**config.mk**
```make
export PLATFORM = sky130hd
export DESIGN_NAME = i_decode_issue_flat
export DESIGN_NICKNAME = d
export VERILOG_FILES = /design/src/rtl/i_decode_issue_if.sv /design/src/rtl/i_decode_issue.sv /design/src/flat_wrapper.sv
export SDC_FILE = /design/constraint.sdc
export NUM_CORES = 1
export LEC_CHECK = 0
export CAP_MARGIN = 20
export CORE_MARGIN = 4
export CORE_UTILIZATION = 40
export CTS_BUF_LIST = sky130_fd_sc_hd__clkbuf_16
export DETAILED_ROUTE_END_ITERATION = 8
export DONT_BUFFER_PORTS = 1
export PLACE_DENSITY = 0.6
export SLEW_MARGIN = 20
export SYNTH_ARGS = -nofsm -noshare
export SYNTH_HDL_FRONTEND = slang
export SYNTH_SLANG_ARGS = --single-unit
```
**constraint.sdc**
```tcl
create_clock -name clk -period 1.9 [get_ports clk]
set_input_delay 0.285 -clock clk [delete_from_list [all_inputs] [get_ports clk]]
set_output_delay 0.285 -clock clk [all_outputs]
set_load 0.01 [all_outputs]
```
**src/rtl/i_decode_issue_if.sv**
```systemverilog
// rtl/i_decode_issue_if.sv - instruction-in, ALU-out and writeback signals of the decode/issue stage
interface i_decode_issue_if #(
  parameter int XLEN = 32
);
  logic            in_valid;
  logic            in_ready;
  logic [31:0]     in_instr;
  logic            out_valid;
  logic            out_ready;
  logic [6:0]      opcode;
  logic [2:0]      funct3;
  logic [11:0]     imm;
  logic [XLEN-1:0] in1;
  logic [4:0]      rd;
  logic            illegal;
  logic            wb_en;
  logic [4:0]      wb_rd;
  logic [XLEN-1:0] wb_data;

  modport slave (
    input  in_valid, in_instr, out_ready, wb_en, wb_rd, wb_data,
    output in_ready, out_valid, opcode, funct3, imm, in1, rd, illegal
  );

  modport master (
    output in_valid, in_instr, out_ready, wb_en, wb_rd, wb_data,
    input  in_ready, out_valid, opcode, funct3, imm, in1, rd, illegal
  );
endinterface

```
**src/rtl/i_decode_issue.sv**
```systemverilog
// rtl/i_decode_issue.sv - I-type decode/issue stage with register file and RAW scoreboard
// Optional macro DECODE_BYPASS_EN forwards same-cycle writeback data into in1.
module i_decode_issue #(
  parameter int         XLEN      = 32,
  parameter int         NREGS     = 32,
  parameter logic [6:0] OPC_ITYPE = 7'b0010011
) (
  input logic             clk,
  input logic             rst_n,
  i_decode_issue_if.slave bus
);
  logic [XLEN-1:0]  regs [NREGS];
  logic [NREGS-1:0] sb;
  logic [4:0]       rs1;
  logic [4:0]       rd_in;
  logic [6:0]       opc;
  logic [XLEN-1:0]  rf_val;
  logic [XLEN-1:0]  rs1_val;
  logic             wb_hit;
  logic             hazard;
  logic             accept;

  assign rs1    = bus.in_instr[19:15];
  assign rd_in  = bus.in_instr[11:7];
  assign opc    = bus.in_instr[6:0];
  assign rf_val = (rs1 == 5'd0) ? '0 : regs[rs1];
  assign wb_hit = bus.wb_en && (bus.wb_rd == rs1) && (rs1 != 5'd0);

`ifdef DECODE_BYPASS_EN
  assign hazard  = sb[rs1] && !wb_hit;
  assign rs1_val = wb_hit ? bus.wb_data : rf_val;
`else
  assign hazard  = sb[rs1];
  assign rs1_val = rf_val;
`endif

  assign bus.in_ready = !hazard && (!bus.out_valid || bus.out_ready);
  assign accept       = bus.in_valid && bus.in_ready;

  always_ff @(posedge clk or negedge rst_n) begin
    if (!rst_n) begin
      for (int i = 0; i < NREGS; i++) regs[i] <= '0;
      sb            <= '0;
      bus.out_valid <= 1'b0;
      bus.illegal   <= 1'b0;
      bus.opcode    <= '0;
      bus.funct3    <= '0;
      bus.imm       <= '0;
      bus.in1       <= '0;
      bus.rd        <= '0;
    end else begin
      bus.illegal <= 1'b0;
      if (bus.wb_en && bus.wb_rd != 5'd0) regs[bus.wb_rd] <= bus.wb_data;
      if (bus.wb_en) sb[bus.wb_rd] <= 1'b0;
      if (bus.out_valid && bus.out_ready) bus.out_valid <= 1'b0;
      // Issue comes after the writeback clear so a new producer's set wins.
      if (accept) begin
        if (opc == OPC_ITYPE) begin
          bus.out_valid <= 1'b1;
          bus.opcode    <= opc;
          bus.funct3    <= bus.in_instr[14:12];
          bus.imm       <= bus.in_instr[31:20];
          bus.in1       <= rs1_val;
          bus.rd        <= rd_in;
          if (rd_in != 5'd0) sb[rd_in] <= 1'b1;
        end else begin
          bus.illegal <= 1'b1;
        end
      end
    end
  end
endmodule

```
**src/flat_wrapper.sv**
```systemverilog
// flat-port wrapper written by rule: the top's interface ports become plain ports
module i_decode_issue_flat 
#(
  parameter int         XLEN      = 32,
  parameter int         NREGS     = 32,
  parameter logic [6:0] OPC_ITYPE = 7'b0010011
)
  (clk, rst_n, bus_in_valid, bus_in_instr, bus_out_ready, bus_wb_en, bus_wb_rd, bus_wb_data, bus_in_ready, bus_out_valid, bus_opcode, bus_funct3, bus_imm, bus_in1, bus_rd, bus_illegal);
  i_decode_issue_if #(.XLEN(XLEN)) bus_i ();
  input logic clk;
  input logic rst_n;
  input wire logic [$bits(bus_i.in_valid)-1:0] bus_in_valid;
  input wire logic [$bits(bus_i.in_instr)-1:0] bus_in_instr;
  input wire logic [$bits(bus_i.out_ready)-1:0] bus_out_ready;
  input wire logic [$bits(bus_i.wb_en)-1:0] bus_wb_en;
  input wire logic [$bits(bus_i.wb_rd)-1:0] bus_wb_rd;
  input wire logic [$bits(bus_i.wb_data)-1:0] bus_wb_data;
  output wire logic [$bits(bus_i.in_ready)-1:0] bus_in_ready;
  output wire logic [$bits(bus_i.out_valid)-1:0] bus_out_valid;
  output wire logic [$bits(bus_i.opcode)-1:0] bus_opcode;
  output wire logic [$bits(bus_i.funct3)-1:0] bus_funct3;
  output wire logic [$bits(bus_i.imm)-1:0] bus_imm;
  output wire logic [$bits(bus_i.in1)-1:0] bus_in1;
  output wire logic [$bits(bus_i.rd)-1:0] bus_rd;
  output wire logic [$bits(bus_i.illegal)-1:0] bus_illegal;
  assign bus_i.in_valid = bus_in_valid;
  assign bus_i.in_instr = bus_in_instr;
  assign bus_i.out_ready = bus_out_ready;
  assign bus_i.wb_en = bus_wb_en;
  assign bus_i.wb_rd = bus_wb_rd;
  assign bus_i.wb_data = bus_wb_data;
  assign bus_in_ready = bus_i.in_ready;
  assign bus_out_valid = bus_i.out_valid;
  assign bus_opcode = bus_i.opcode;
  assign bus_funct3 = bus_i.funct3;
  assign bus_imm = bus_i.imm;
  assign bus_in1 = bus_i.in1;
  assign bus_rd = bus_i.rd;
  assign bus_illegal = bus_i.illegal;
  i_decode_issue #(.XLEN(XLEN), .NREGS(NREGS), .OPC_ITYPE(OPC_ITYPE)) u_core (.clk(clk), .rst_n(rst_n), .bus(bus_i));
endmodule
```
### Yosys cells after proc, flatten, opt, wreduce, memory -nomap -nowiden

Index checks and enable logic that the tools add are counted.
W data, S select, Z words.

* register bits: 1117
* input bits: 74
* output and inout bits: 62

* order comparisons: 8
* reductions and logical operators: 14
* bitwise logic cells: 5
* muxes and demuxes: 22
* eq/ne operators: 1

Operators by type and width (count)
* $bwmux W1024: 1
* $mux W32: 8
* $bmux W32 S5: 1
* $demux W32 S5: 1
* $and A32 B32 Y32: 1
* $not A32 Y32: 1
* $or A32 B32 Y32: 1
* $lt A5 B6 Y1 const B: 3
* $ge A6 B6 Y1 const B: 2
* $not A5 Y6: 2
* $demux W1 S5: 2
* $ge A5 B1 Y1 const B: 2
* $reduce_bool A5 Y1: 2
* $mux W1: 8
* $eq A7 B5 Y1 const B: 1
* $logic_and A1 B1 Y1: 7
* $lt A6 B1 Y1 const B: 1
* $bmux W1 S5: 1
* $logic_not A5 Y1: 1
* $logic_not A1 Y1: 2
* $reduce_and A2 Y1: 1
* $logic_or A1 B1 Y1: 1

### Longest topological paths before layout

Gate-level depths: netlist of the first run.

* depth after elaboration: 11
* depth in mapped cells: 9
* gate-level depth less buffers: 5

### Least setup slack after synthesis of the first run

No wires, ideal clock.

* path type: input to register
* start: in bus_in_instr[15]
* end: reg u_core.bus.in1[1]
* path slack: -0.273 ns
* cell stages on the path: 9
* arrival time: 2.048 ns
* library setup time: 0.125 ns
* cells stage by stage: buf_6 > buf_8 > buf_6 > buf_6 > buf_4 > mux4_2 > a22oi_1 > a31oi_1 > mux2_2

* longest elaborated chain between the ends: 6
* elaborated cells between the ends (all ways): 12
* classes of those cells: 6 x mux; 1 x bitwise; 5 x reduce/logical

Ends and longest elaborated chain
* start, declared: line flat_wrapper.sv:13 `input wire logic [$bits(bus_i.in_instr)-1:0] bus_in_instr;`
* $bmux W1 S5: line i_decode_issue.sv:33 `assign hazard = sb[rs1];`
* $mux W1 (not written as such): line i_decode_issue.sv:33
* $logic_not A1 Y1: line i_decode_issue.sv:37 `assign bus.in_ready = !hazard && (!bus.out_valid || bus.out_ready);`
* $logic_and A1 B1 Y1: line i_decode_issue.sv:37
* $logic_and A1 B1 Y1: line i_decode_issue.sv:38 `assign accept = bus.in_valid && bus.in_ready;`
* $reduce_and A2 Y1 (no source line)
* end signal, assigned: line i_decode_issue.sv:63 `bus.in1 <= rs1_val;`
* end, declared: line i_decode_issue_if.sv:22 `output in_ready, out_valid, opcode, funct3, imm, in1, rd, illegal`

Several ways; a longest one is shown, not always the timed one. The select of a mux whose other input is x is not followed.
A chain may end at the register's enable or synchronous reset.

### Final worst setup path of the first run

* start: reg u_core.sb[15]
* end: out bus_in_ready

* longest elaborated chain between the ends: 4

Ends and longest elaborated chain
* start, declared: line i_decode_issue.sv:13 `logic [NREGS-1:0] sb;`
* start signal, assigned: line i_decode_issue.sv:43 `sb <= '0;`
* start signal, assigned by index: line i_decode_issue.sv:54 `if (bus.wb_en) sb[bus.wb_rd] <= 1'b0;`
* start signal, assigned by index: line i_decode_issue.sv:65 `if (rd_in != 5'd0) sb[rd_in] <= 1'b1;`
* $bmux W1 S5: line i_decode_issue.sv:33
* $mux W1 (not written as such): line i_decode_issue.sv:33
* $logic_not A1 Y1: line i_decode_issue.sv:37
* $logic_and A1 B1 Y1: line i_decode_issue.sv:37
* end, declared: line flat_wrapper.sv:18 `output wire logic [$bits(bus_i.in_ready)-1:0] bus_in_ready;`

No other way between the ends. The select of a mux whose other input is x is not followed.

==> impl_metrics.ini, run 1 <==
[status]
status = complete, but fails checks
violations = hold timing, setup timing

[synth]
yosysSeqAreaShare = 0.562
syn-cell-area_sq_um = 49700
yosys.area.top_type = dfrtp_1
syn_area_per_cell_sq_um = 15.6
syn_nets = 3252
synth_area_leaders = dfrtp_1, mux2_2, mux4_2
synth_cells = 3178
ys_types = 40
yosys_warnings = 0
synth_top_area_frac = 0.562
ys_seq_elements = 1117

[place]
dp_cells = 4612
io_buffers = 0
pre_cts_slack_ns = -0.345
dpl.hpwl_um = 74900
gp_congestion = 0.770
dpl-instance-area_sq_um = 52100

[routing]
route.detailed.drc = 0
vias_per_cell = 5.80
ant_nets = 0
wl_um = 140000
via_count = 28702
drtPass1Iterations = 5
wire_per_inst_um = 28.4
drt_iter0_drc = 1902

[sta]
max_freq_mhz = 403
timing.hold.ws_ns = -0.415
fin_ws_ns = -0.580
fin_crit_ns = 2.48
finalSetupViolCount = 92
max-slew-margin-rel = 0.251
min_period_over_period = 1.31
rsz0062_at_grt = true
worst_pin_slew_ns = 1.12
hold_violations = 142
finClkSkew_ns = 0.0231
slew_viol_final = 0

[global_routing]
grt_max_degree = 1118
grt_overflow = 0
gr-usage-all-layers = 0.214
antenna_found_initial = 11
grt_pass1_wl_um = 210000
grt_pass1_vias = 31312

[floorplan]
fp.dieH_um = 361
die_area_sq_um = 130000
start_util = 0.402
ios = 136
die_w_um = 361
coreArea_sq_um = 124000
fp-row-count = 129

[clock_network]
clk_pin_slew_ns = 0.06
root_buffer = clkbuf_16
cts_tree = yes
clk_path_buf_depth = 3
cts_hold_buf = 78
cts.sinks = 1117
numCtsBuffers = 117
htreeDepth = 3
worstSkewPairLatency_ns = 0.70

[setup_path]
crit_buf_inv = 2
cp.required_ns = 1.62
crit_top_cell = buf_6
worstReg2RegStart = u_core.sb[15]
critPathKind = reg -> out
arrival_ns = 2.20
crit_chain = mux4_2, nand2b_4, a31oi_4, buf_6, buf_6, a22o_4
endpoint_kind = primary output
cpMaxStageDelayCell = mux4_2
cp-start-kind = flop
critical-path-top-delay-family = multiplexers
critPathMaxFanout = 2
crit_path_start = u_core.sb[15]
slowest_delay_ns = 0.48

[hold_path]
min_path_type = in -> async

[layout]
design_area_sq_um = 57600
drive_gt1_frac = 0.526
fin_nets = 3281
area_growth_pct = 15.8
finalNonFillerCells = 4949
n_fill_cell = 10543

[pwr]
p_leak_nw = 25.8
peakVddDrop_mv = 0.787
p_per_area_nw_per_um2 = 1060

[job]
max_cap_viol_count = 0
-- cells in the final DEF, fill, tap and decap left out, drive strengths merged, types with 5 or more instances in the layout --
cell type	count
dfrtp	1117
mux2	1044
mux4	263
buf	180
clkbuf	126
nand2	94
dlygate4sd3	57
clkinv	56
inv	40
o21ai	38
o22ai	37
mux2i	36
a22oi	36
a31oi	33
a21oi	31
a211o	31
nor2	24
nand3b	7
bufinv	7
and2	7
nor2b	7
nand2b	7
diode	5
nor3b	5
and3	5
-- cell type report --
cell class	instances	area, sq um	area share
Clock buffer	119	2980	0.0517
Tap cell	1637	2050	0.0356
Sequential cell	1117	28000	0.486
Multi-Input combinational cell	1722	20700	0.360
Clock inverter	100	661	0.0115
Antenna cell	5	12.5	0.000217
Inverter	5	18.8	0.000326
Timing Repair Buffer	244	3190	0.0554
-- worst paths after layout --
path,cells after the start,slack (ns),to
max,6,-0.58,bus_in_ready
min,1,-0.42,u_core.regs[189]
max reg2reg,9,-0.35,u_core.bus.imm[8]
min reg2reg,0,0.37,u_core.regs[994]
max in group asynchronous,4,0.45,u_core.regs[770]
min in group clk,3,0.04,u_core.bus.in1[20]
-- where the power goes --
part           total [mW]  switching, mW  internal, mW
logic                8.82           3.17          5.65
clock network        21.8           9.56          12.2
registers            30.2           2.18          28.0
total                60.8           14.9          45.9
-- layer usage --
layer  wire (um)  share of wire  vias up  GRT usage
met1       61000           0.43    15784      0.296
met5          13       0.000093        -          0
li1            -              -    11800          -
met3        9060          0.065      229     0.0450
met4        4170          0.030        2     0.0655
met2       66100           0.47      887      0.343
-- synth_stat cells, drive strengths merged --
master,count
clkbuf,234
a211o,31
nor4bb,1
nand3,3
and2,7
mux2i,36
nor3,3
a21boi,1
a2111oi,1
buf,100
a22oi,36
inv,5
nand3b,7
mux4,263
nand2b,7
nor3b,5
o22ai,37
and3b,4
a21oi,31
nand2,94
a22o,1
and3,5
o21ai,38
mux2,1044
dfrtp,1117
or2,1
or4b,1
a31oi,33
nor2b,7
nor4b,1
nor2,24
-- cells by family after synthesis --
kind of cell,Yosys count,synth area share
flops,1117,0.562
buf+inv,339,0.0303
mux,1343,0.364
simple gates,170,0.0161
compound gates,209,0.0275
-- repair_timing --
| item | 4_1_cts | 5_1_grt |
|---|---|---|
| pin swaps | 16 | 13 |
| gates resized for setup | 83 | 32 |
| setup buffers | 11 | 8 |
| hold endpoints to repair | 2177 | 142 |
| gates cloned | 11 | 6 |
| endpoints found under the setup margin | 87 | 498 |
-- state kept, by name, summed over array words and instances, names as in the netlist --
| signal | cells |
|---|---|
| u_core.bus.illegal | 1 |
| u_core.bus.rd | 5 |
| u_core.bus.imm | 12 |
| u_core.bus.funct3 | 3 |
| u_core.bus.out_valid | 1 |
| u_core.bus.in1 | 32 |
| u_core.bus.opcode | 7 |
| u_core.regs | 1024 |
| u_core.sb | 32 |
-- metrics by stage --
step                setup TNS, ns  power, mW  hold slack [ns]   util
finish                     -24.48       60.8           -0.415  0.466
global route               -28.79       63.6           -0.373  0.466
CTS                        -26.43       60.8           -0.688  0.463
detailed placement         -36.83       38.3           0.0915  0.422
global placement           -45.84       37.5           0.0870  0.422
floorplan                   -9.68       36.7          -0.0106      -
Note: power is estimated with default switching activity, not from simulation.
==> run 2: changes to the inputs <==
CELL_PAD_IN_SITES_DETAIL_PLACEMENT = 1   (was unset)
CELL_PAD_IN_SITES_GLOBAL_PLACEMENT = 1   (was unset)
CTS_CLUSTER_SIZE = 10   (was unset)
PLACE_DENSITY = 0.65   (was 0.6)
clock period = 2.55 ns   (was 1.9 ns; I/O delays follow)
==> run 2 against run 1 <==
  * The flow finishes with violations (hold timing, slew limit, setup timing)
  * First-iteration DRC count fell by 17%
  * Register-to-register slack improved by 0.66 ns
  * Die area unchanged
  * Wire length fell by 1.6%
  * Non-clock buffer count shrank 108
  * Total power fell by 25%
  * Cell area decreased by 3.2%
  * Sequential share of layout area is 1.6 points higher
  * Utilization decreased by 1.5 points
  * Critical path type is now in -> reg
  * Largest power group unchanged
==> impl_metrics.ini, run 2 (synthesis gave the netlist of run 1 again) <==
[sta]
finalSetupViolCount = 5
fin_ws_ns = -0.109
hold_violations = 311
worst_pin_slew_ns = 2.00
min_period_over_period = 1.04
setup-tns-final_ns = -0.372
rsz0062_at_grt = false
slew_viol_final = 104
max_freq_mhz = 376
fin_crit_ns = 2.66
finClkSkew_ns = 0.0262
max-slew-margin-rel = -0.335
timing.hold.ws_ns = -0.646

[pwr]
power.share.switching = 0.239
seq_power_share = 0.498
p_clk_frac = 0.363
p_int_mw = 34.5
p_comb_frac = 0.139
power_switching_mw = 10.9
p_total_mw = 45.4
peakVddDrop_mv = 0.731
p_per_area_nw_per_um2 = 814
p_leak_nw = 24.8

[layout]
largest_reg_flops = 1024
drive_gt1_frac = 0.501
area_growth_pct = 12.2
regMostFlops = u_core.regs
top_regs = u_core.regs: 1024 flops, u_core.bus.in1: 32 flops, u_core.sb: 32 flops
final_common_cell = dfrtp_1
fin_nets = 3188
layout_common_cells = dfrtp_1, mux2_2, mux4_2

[routing]
ant_nets = 0
via_count = 27984
wl_um = 138000
drt_iter0_drc = 1586
vias_per_cell = 5.85
wire_per_inst_um = 28.9
route.detailed.drc = 0
drtPass1Iterations = 5

[place]
gp_congestion = 0.739
dpl.hpwl_um = 72600
io_buffers = 0
pre_cts_slack_ns = 0.0993

[hold_path]
min_path_type = in -> async

[floorplan]
ios = 136
die_area_sq_um = 130000
start_util = 0.402
coreArea_sq_um = 124000
fp-row-count = 129
fp.dieH_um = 361
die_w_um = 361

[clock_network]
cts.sinks = 1117
cts_tree = yes
numCtsBuffers = 132
root_buffer = clkbuf_16
clk_pin_slew_ns = 0.06
cts_hold_buf = 61
htreeDepth = 4
clk_path_buf_depth = 3
worstSkewPairLatency_ns = 0.75

[global_routing]
grt_max_degree = 1118
gr-usage-all-layers = 0.213
grt_overflow = 0
grt_pass1_wl_um = 209000
antenna_found_initial = 4
grt_pass1_vias = 31803

[job]
max_cap_viol_count = 0

[setup_path]
endpoint_kind = flop
reg2reg_depth = 7
cp-start-kind = input pin
critPathMaxFanout = 267
cp.required_ns = 3.17
critPathKind = in -> reg
arrival_ns = 3.28

[status]
status = complete, but fails checks
violations = hold timing, slew limit, setup timing
-- run 2: critical path, stage by stage --
cell     delay (ns)
mux4_2         1.17
o22ai_1        0.24
a211o_1        0.20
a31oi_1        0.08
mux2_2         0.28
-- run 2: stage by stage --
| stage | utilization | instances | cell area (sq um) |
|---|---|---|---|
| floorplan | - | 3178 | 49700 |
| global placement | 0.415 | 4546 | 51400 |
| detailed placement | 0.415 | 4546 | 51400 |
| CTS | 0.450 | 4774 | 55600 |
| global route | 0.451 | 4782 | 55700 |
| finish | 0.451 | 4783 | 55700 |
-- run 2: cell type report --
class	instances	area, sq um
multi-input combinational	1722	20500
inverter	5	18.8
tap	1637	2050
clock inverter	25	116
fill	11797	67900
timing repair buffer	136	1630
clock buffer	139	3480
antenna	2	5.00
sequential	1117	28000
-- run 2: power by group through the flow --
stage	clock (mW)	sequential, mW	combinational (mW)
3_3_place_gp	0	22.4	5.37
3_5_place_dp	0	22.9	5.69
2_1_floorplan	0	22.2	5.16
5_1_grt	17.8	22.9	6.83
6_report	16.5	22.6	6.31
4_1_cts	17.0	22.6	6.04
-- run 2: routing by layer --
metal  track usage  up-vias  wire (um)
met2         0.360      604      68600
met5             0        -          0
li1              -    11574          -
met4        0.0648        0       3820
met1         0.280    15568      59400
met3        0.0407      238       6220
-- run 2: final timing paths --
kind | from | to | slack, ns
min in group clk | bus_in_instr[19] | u_core.bus.in1[13] | 0.06
max | bus_in_instr[15] | u_core.bus.in1[4] | -0.11
min | rst_n | u_core.sb[2] | -0.65
min reg2reg | u_core.regs[1002] | u_core.regs[1002] | 0.37
max in group asynchronous | rst_n | u_core.regs[335] | 0.85
max reg2reg | u_core.sb[11] | u_core.bus.in1[13] | 0.31
-- run 2: what timing repair did --
item | 4_1_cts | 5_1_grt
resized for setup | 7 | 1
endpoints found under the setup margin | 1 | 1
pin swaps | 3 | 0
endpoints found under the hold margin | 2170 | 347
buffers inserted | 3 | 1
